===== src/rtl/serial_eq_comparator.sv =====
// serial_eq_comparator: bit-serial equality compare (LSB first) through one XNOR cell, reporting eq and the lowest differing bit
module serial_eq_comparator #(
  parameter int WIDTH = 4,
  parameter bit EARLY_EXIT = 1'b0,
  localparam int IDXW = ($clog2(WIDTH) < 1) ? 1 : $clog2(WIDTH)
) (
  input  logic             clk,
  input  logic             rst,
  input  logic             start,
  input  logic [WIDTH-1:0] a,
  input  logic [WIDTH-1:0] b,
  output logic             ready,
  output logic             busy,
  output logic             done,
  output logic             eq,
  output logic [IDXW-1:0]  mismatch_idx
);
  typedef enum logic [1:0] {S_IDLE, S_COMPARE, S_DONE} state_t;
  state_t           r_state;
  logic [WIDTH-1:0] r_sa, r_sb;
  logic [IDXW-1:0]  r_cnt, r_first_idx, r_idx;
  logic             r_acc, r_ready, r_busy, r_done, r_eq;
  logic             w_bit_eq, w_last, w_exit;
  assign w_bit_eq = r_sa[0] ~^ r_sb[0];
  assign w_last = r_cnt == IDXW'(WIDTH - 1);
  assign w_exit = w_last | (EARLY_EXIT & ~w_bit_eq);
  assign ready = r_ready;
  assign busy = r_busy;
  assign done = r_done;
  assign eq = r_eq;
  assign mismatch_idx = r_idx;
  always_ff @(posedge clk or posedge rst) begin
    if (rst) begin
      r_state <= S_IDLE;
      r_sa <= '0;
      r_sb <= '0;
      r_cnt <= '0;
      r_first_idx <= '0;
      r_acc <= 1'b0;
      r_ready <= 1'b1;
      r_busy <= 1'b0;
      r_done <= 1'b0;
      r_eq <= 1'b0;
      r_idx <= '0;
    end else begin
      unique case (r_state)
        S_IDLE: if (start) begin
          r_state <= S_COMPARE;
          r_sa <= a;
          r_sb <= b;
          r_cnt <= '0;
          r_acc <= 1'b1;
          r_first_idx <= '0;
          r_ready <= 1'b0;
          r_busy <= 1'b1;
        end
        S_COMPARE: begin
          if (!w_bit_eq && r_acc) begin
            r_first_idx <= r_cnt;
            r_acc <= 1'b0;
          end
          r_sa <= r_sa >> 1;
          r_sb <= r_sb >> 1;
          r_cnt <= r_cnt + 1'b1;
          // the final bit's verdict is folded in here since r_acc/r_first_idx update on the same edge
          if (w_exit) begin
            r_state <= S_DONE;
            r_busy <= 1'b0;
            r_done <= 1'b1;
            r_eq <= r_acc & w_bit_eq;
            r_idx <= (r_acc && !w_bit_eq) ? r_cnt : r_first_idx;
          end
        end
        S_DONE: begin
          r_state <= S_IDLE;
          r_done <= 1'b0;
          r_ready <= 1'b1;
        end
        default: begin
          r_state <= S_IDLE;
          r_ready <= 1'b1;
          r_busy <= 1'b0;
          r_done <= 1'b0;
        end
      endcase
    end
  end
endmodule


===== config.mk =====
export PLATFORM = sky130hd
export DESIGN_NAME = serial_eq_comparator
export DESIGN_NICKNAME = d
export VERILOG_FILES = /design/src/rtl/serial_eq_comparator.sv
export SDC_FILE = /design/constraint.sdc
export NUM_CORES = 1
export LEC_CHECK = 0
export ABC_CLOCK_PERIOD_IN_PS = 1700
export CAP_MARGIN = 15
export CORE_ASPECT_RATIO = 0.9
export CORE_MARGIN = 4
export CORE_UTILIZATION = 54
export DETAILED_ROUTE_END_ITERATION = 6
export PLACE_DENSITY = 0.81
export SYNTH_ARGS = -nofsm -noshare
export SYNTH_HDL_FRONTEND = slang
export SYNTH_SLANG_ARGS = --single-unit

===== constraint.sdc =====
create_clock -name clk -period 1.7 [get_ports clk]
set_input_delay 0.34 -clock clk [delete_from_list [all_inputs] [get_ports clk]]
set_output_delay 0.34 -clock clk [all_outputs]
set_load 0.02 [all_outputs]

# After elaboration in Yosys (flattened, before gate mapping)
# Index checks and enable logic that the tools add are counted.
# classes
addsub	1
mux	20
n_eq_ne	6
n_bitwise	5
reduce_logical	11
# ops
cell	n
4-bit case mux with 2 select lines	2
2-bit case mux with 2 select lines	3
2-bit AND reduction	5
2-bit two-way mux	4
4-bit two-way mux	2
2-bit != test (second input constant)	3
1-bit case mux with 2 select lines	3
3-bit AND reduction	2
1-bit two-way mux	5
2-bit equality test (second input constant)	2
1-bit NOT	3
1-bit case mux with 3 select lines	1
2-bit by 1-bit adder with 2-bit output (second input constant)	1
2-bit by 1-bit equality test with 1-bit output (second input constant)	1
2-bit zero test	1
2-bit nonzero test	1
1-bit AND	1
1-bit logical AND	1
1-bit zero test	1
1-bit XNOR	1
# totals
input_bits	11
reg_bits	21
word_cells	54

# Longest topological paths before layout
# Gate-level depths: netlist of the first run.
# logic_depth
ltp_word	5
mapped_depth	5
depth_no_buf	5

# Worst setup path after synthesis of the first run
# No wires, ideal clock.
# synth_path
path_type	register to register
start	register r_state[1]
end	register r_cnt[1]
setup_ns	0.121
t_arrival_ns	0.940
path_buffers	1
required_ns	1.579
stages_incl_launch_ff	4
setup_slack_ns	0.639
cell_sequence	dfrtp_1 -> o21bai_1 -> buf_2 -> a22o_1
# synth_via
elab_chain_len	3
word_cells_on_any_way	6
# synth_rtl
item	line	source
start, declared	19	state_t r_state;
start signal, assigned	34	r_state <= S_IDLE;
start signal, assigned	48	r_state <= S_COMPARE;
start signal, assigned	67	r_state <= S_DONE;
2-bit by 1-bit equality test with 1-bit output / 2-bit zero test (equally long branches)	46	unique case (r_state)
2-bit nonzero test (no source line) / 2-bit != test (equally long branches)	n/a	
2-bit AND reduction (no source line)	n/a	
end signal, assigned	64	r_cnt <= r_cnt + 1'b1;
end, declared	21	logic [IDXW-1:0] r_cnt, r_first_idx, r_idx;
# Parallel ways exist; a longest one is shown, timed or not.
# A chain may end at the register's enable or synchronous reset.

# Final worst setup path of the first run
# layout_path
start	register r_busy (netlist: busy)
end	output port busy
# layout_rtl
item	line	source
start, declared	22	logic r_acc, r_ready, r_busy, r_done, r_eq;
start signal, assigned	41	r_busy <= 1'b0;
start signal, assigned	55	r_busy <= 1'b1;
start signal, assigned	68	r_busy <= 1'b0;
end, declared	13	output logic busy,
# No word-level cell between the ends.

==> results of run 1 <==
[area by class of cell]
type | instances | area share, %
sequential | 21 | 44.18
multi-input combinational | 65 | 33.68
timing repair buffer | 20 | 15.84
tap | 24 | 2.518
clock buffer | 4 | 2.204
inverter | 5 | 1.574
[cells by family (layout without fill, tap and decap cells)]
group	after synthesis	after routing	synth area share (%)
AOI/OAI and AO/OA	32	32	20.08
xor gates and xnor gates	2	2	2.575
adders and majority gates	1	1	1.287
buffers and inverters	9	29	4.503
DFF	21	21	54.18
muxes	1	1	1.158
and+or+nand+nor	29	29	16.22
[path summary, 6_finish.rpt]
path	startpoint	end	slack (ns)	cells after the start
hold reg to reg	ready$_DFFE_PP1P_	ready$_DFFE_PP1P_	0.47	2
max in group asynchronous	rst	ready$_DFFE_PP1P_	1.07	3
hold / removal	rst	done$_DFFE_PP0P_	0.37	3
setup / recovery	busy$_DFFE_PP0P_	busy	0.08	1
setup reg to reg	r_state[0]$_DFFE_PP0P_	r_cnt[0]$_DFFE_PP0P_	0.31	2
min in group clk	ready$_DFFE_PP1P_	ready$_DFFE_PP1P_	0.47	2
[Yosys cell counts (all sizes together)]
master,n,area share (%)
nor2b,3,1.9
ha,1,1.3
dfstp,1,2.7
dfrtp,20,51
nor2,3,1.2
a31oi,2,1.3
a22o,3,2.7
buf,4,2.6
o31ai,1,0.77
nand4,2,1.3
inv,5,1.9
o21bai,1,0.77
o21ai,11,5.7
a21o,1,0.77
nor3b,1,0.77
xnor2,1,0.90
xor2,1,1.7
and3b,4,3.6
a21oi,8,4.1
o2bb2ai,1,0.90
nand2b,2,1.3
nand2,13,5.0
a22oi,2,1.5
nand3b,1,1.2
mux2,1,1.2
o211ai,2,1.5
[tightest hold or removal path, stage by stage]
cell and delay (ns):
clkdlybuf4s50_1 0.41, inv_1 0.05, buf_4 0.26
[state kept, by name, indices dropped and copies added (netlist names)]
register	count
busy	1
r_sa	4
r_cnt	2
mismatch_idx	2
ready	1
r_first_idx	2
done	1
eq	1
r_sb	4
r_state	2
r_acc	1
[power by group]
group	internal (mW)	switching, mW	total [mW]
logic	0.408	0.477	0.884
clock network	0.0916	0.147	0.239
registers	0.708	0.171	0.880
total	1.21	0.795	2.00
[through the flow]
stage          total power, mW  cells  utilization (%)  TNS (ns)  worst slack, ns
6_report                 2.003    139            70.91         0          0.07959
5_1_grt                  2.144    139            70.91         0          0.03453
4_1_cts                  2.012    139            70.91         0          0.06342
3_5_place_dp             1.782    135            69.42   -0.1153         -0.04509
3_3_place_gp             1.737    135            69.42  -0.02596         -0.02596
2_1_floorplan            1.496     95                -         0           0.6395
[layer usage]
layer	vias to the layer above	track usage [%]	share of wire [%]
met5	-	0	0
met4	0	10.71	2.2
met3	5	2.752	5.8
met2	31	31.44	48
met1	355	18.55	44
li1	374	-	-
==> results.toml, run 1 <==
[timing]
finalCriticalPeriod_ns = 1.620
maxSlewHeadroom_pct = 48.48
final-hold-violation-count = 0
setup_violations = 0
fmax_mhz = 617.1
rsz0062_at_grt = "no"
slew_violations = 0
tightestPinTransition_ns = 0.7713
finClkSkew_ns = 0.003253
finalCritPeriodShare_pct = 95.32
hold_slack_ns = 0.3676

[cells_and_area]
multi_input_area_um2 = 401.6
regArea_um2 = 526.8
antenna_cells = 0
final_cell_mix = "20 x dfrtp_1, 15 x clkdlybuf4s50_1, 13 x nand2_1"
drive_gt1_share_pct = 10.43
syn_to_final_growth_pct = 22.65
layout.nets = 128
n_fill_cell = 150
final_area_um2 = 1192
layout_commonest_cell = "dfrtp_1"

[worst_setup_path]
cp_num_buf_inv = 1
critical-path-max-stage-delay_ns = 0.61
critPathMaxFanout = 2
crit_path_end_kind = "output port"
cp_data_arrival_time_ns = 1.28
required_ns = 1.36
critPathSlowestCell = "clkdlybuf4s50_1"
path_delay_family = "buffers and inverters"
startpoint_type = "flop"
path_cells = "clkdlybuf4s50_1"
worstSetupPathType = "reg -> out"

[run]
cap_violations = 0

[cts]
hold_buffers = 0
cts.clk_slew.worst_paths_ns = 0.11
root_buffer = "clkbuf_4"
h-tree-depth = 1
clk_latency_ns = 0.30
clockBufferDepth = 2
post_cts_resized = 1
cts_buffers = 3
cts_num_sinks = 21
cts_tree = "yes"
post_cts_buffers = 0

[placed_design]
gp_congestion = 0.8045
portBuffers = 16
dp_hpwl_um = 1382
placed_area_um2 = 1167

[drt]
vias_per_cell = 5.504
vias = 765
drt-total-wl_um = 1893
ant_nets = 0
dr.pass1.iters = 4
wire_per_inst_um = 13.62
route.detailed.drc = 0
drtIter0Drc = 17

[pwr]
leakagePower_nw = 0.5419
p_per_area_nw_per_um2 = 1680
ir_worst_vdd_mv = 0.8468

[synthesis]
avgSynthCellArea_um2 = 10.23
netlist_area_um2 = 972.2
yosysUniqueCellTypes = 29
yosysWarnings = 0
synthesis.nets = 107
seq_area_frac_synth_pct = 54.18
synth_seq_cells = 21
synth_cells = 95

[global_route]
grt_pass1_vias = 697
grt_pass1_wl_um = 2973
antenna_found_initial = 0
grt_usage_pct = 16.95
overflow = 0
grt_max_degree = 22

[floorplanning]
core-area_um2 = 1682
die_w_um = 52.73
rows = 14
die-height_um = 48.26
start_util_pct = 57.81
die_area_um2 = 2544
design.portCount = 17

[hold_path]
min_path_type = "in -> async"

[status]
outcome = "completed"
Note: power is estimated with default switching activity, not from simulation.
==> run 2, diff against run 1 <==
- SETUP_SLACK_MARGIN: default -> 0.4
==> results.toml, run 2 (same netlist as run 1, synthesis figures left out) <==
[status]
outcome = "completed"

[drt]
vias_per_cell = 5.496
dr.pass1.iters = 4
vias = 764
ant_nets = 0
drt-total-wl_um = 1901
wire_per_inst_um = 13.68
drtIter0Drc = 10
route.detailed.drc = 0

[timing]
maxSlewHeadroom_pct = 79.25
rsz0062_at_grt = "yes"
tightestPinTransition_ns = 0.3090
hold_slack_ns = 0.3632
setup_violations = 0
final-hold-violation-count = 0
finalCritPeriodShare_pct = 77.60
slew_violations = 0
fmax_mhz = 758.0
setup_ws_ns = 0.3808
finClkSkew_ns = 0.006801
finalCriticalPeriod_ns = 1.319

[cells_and_area]
n_fill_cell = 145
antenna_cells = 0
final_cell_mix = "20 x dfrtp_1, 13 x nand2_1, 10 x o21ai_0, 10 x clkdlybuf4s50_1, 8 x a21oi_1"
multi_input_area_um2 = 417.9
regArea_um2 = 526.8
top_regs = "r_sa (4), r_sb (4)"
drive_gt1_share_pct = 17.39
layout.nets = 128
syn_to_final_growth_pct = 22.01
layout_commonest_cell = "dfrtp_1"

[cts]
cts_buffers = 3
clk_latency_ns = 0.31
root_buffer = "clkbuf_4"
cts_tree = "yes"
clockBufferDepth = 2
cts.clk_slew.worst_paths_ns = 0.12
cts_num_sinks = 21
h-tree-depth = 1

[global_route]
grt_usage_pct = 17.08
grt_pass1_vias = 697
grt_pass1_wl_um = 2987
grt_max_degree = 22
overflow = 0
antenna_found_initial = 0

[worst_setup_path]
critical-path-max-stage-delay_ns = 0.56
startpoint_type = "flop"
rr_worst_depth = 4
cp_data_arrival_time_ns = 0.98
r2r-start = "r_state[0]$_DFFE_PP0P_"
path_delay_family = "flip-flops"
r2r-end = "r_first_idx[0]$_DFFE_PP0P_"
cp_num_buf_inv = 1
ff2ff_setup_slack_ns = 0.48
critPathSlowestCell = "dfstp_2"
worstSetupPathType = "reg -> out"
path_cells = "buf_6"
required_ns = 1.36
cp_num_cells = 1
crit_path_end_kind = "output port"
critPathMaxFanout = 2

[placed_design]
gp_congestion = 0.8045
place_ws_ns = -0.04509
portBuffers = 16
dp_hpwl_um = 1382

[floorplanning]
die_w_um = 52.73
rows = 14
start_util_pct = 57.81
core-area_um2 = 1682
die-height_um = 48.26
design.portCount = 17
die_area_um2 = 2544

[pwr]
power.total_mw = 1.985
ir_worst_vdd_mv = 0.9035
p_per_area_nw_per_um2 = 1673
leakagePower_nw = 0.5473

[hold_path]
min_path_type = "in -> async"

[run]
cap_violations = 0
## run 2: changes by cell type in the layout (fill, tap and decap cells not counted), sizes merged
cell | previous run | this run
buf | 4 | 10
clkdlybuf4s50 | 15 | 10
dlygate4sd2 | 1 | 0
## run 2: what timing repair did
action,4_1_cts,5_1_grt
hold buffers,0,0
setup endpoints to repair,18,7
buffers inserted,0,0
gates resized for setup,22,7
## run 2: stage by stage
stage / cells / cell area (µm²) / setup TNS, ns / util (%)
after global routing: 139 / 1186 / 0 / 70.54
final: 139 / 1186 / 0 / 70.54
after global placement: 135 / 1167 / -0.02596 / 69.42
after detailed placement: 135 / 1167 / -0.1153 / 69.42
after floorplan: 95 / 972.2 / 0 / -
after CTS: 139 / 1186 / 0 / 70.54
## run 2: cell type report
type,count,area share (%)
clock buffer,4,2.215
inverter,5,1.582
multi-input combinational,65,35.23
sequential,21,44.41
tap,24,2.532
timing repair buffer,20,14.03
## run 2: routing by layer
metal | vias to the layer above | track usage [%] | part of all wire (%)
met5 | - | 0 | 0
met1 | 364 | 18.75 | 44
met2 | 20 | 31.68 | 49
met4 | 0 | 10.71 | 2.2
met3 | 5 | 2.752 | 5.0
li1 | 375 | - | -
## run 2: worst max path at each step
stage | end | slack [ns] | start
2_1_floorplan | r_cnt[1]$_DFFE_PP0P_ | 0.64 | r_state[1]$_DFFE_PP0P_
3_3_place_gp | r_cnt[0]$_DFFE_PP0P_ | -0.03 | start
3_5_place_dp | r_cnt[0]$_DFFE_PP0P_ | -0.05 | start
4_1_cts | ready | 0.34 | ready$_DFFE_PP1P_
5_1_grt | ready | 0.35 | ready$_DFFE_PP1P_
6_report | ready | 0.38 | ready$_DFFE_PP1P_
## run 2: power by group
part | switching (mW) | leakage (nW) | internal, mW
Combinational | 0.477 | 0.273 | 0.380
Clock | 0.152 | 0.0150 | 0.0916
Sequential | 0.176 | 0.260 | 0.708
Total | 0.805 | 0.547 | 1.18
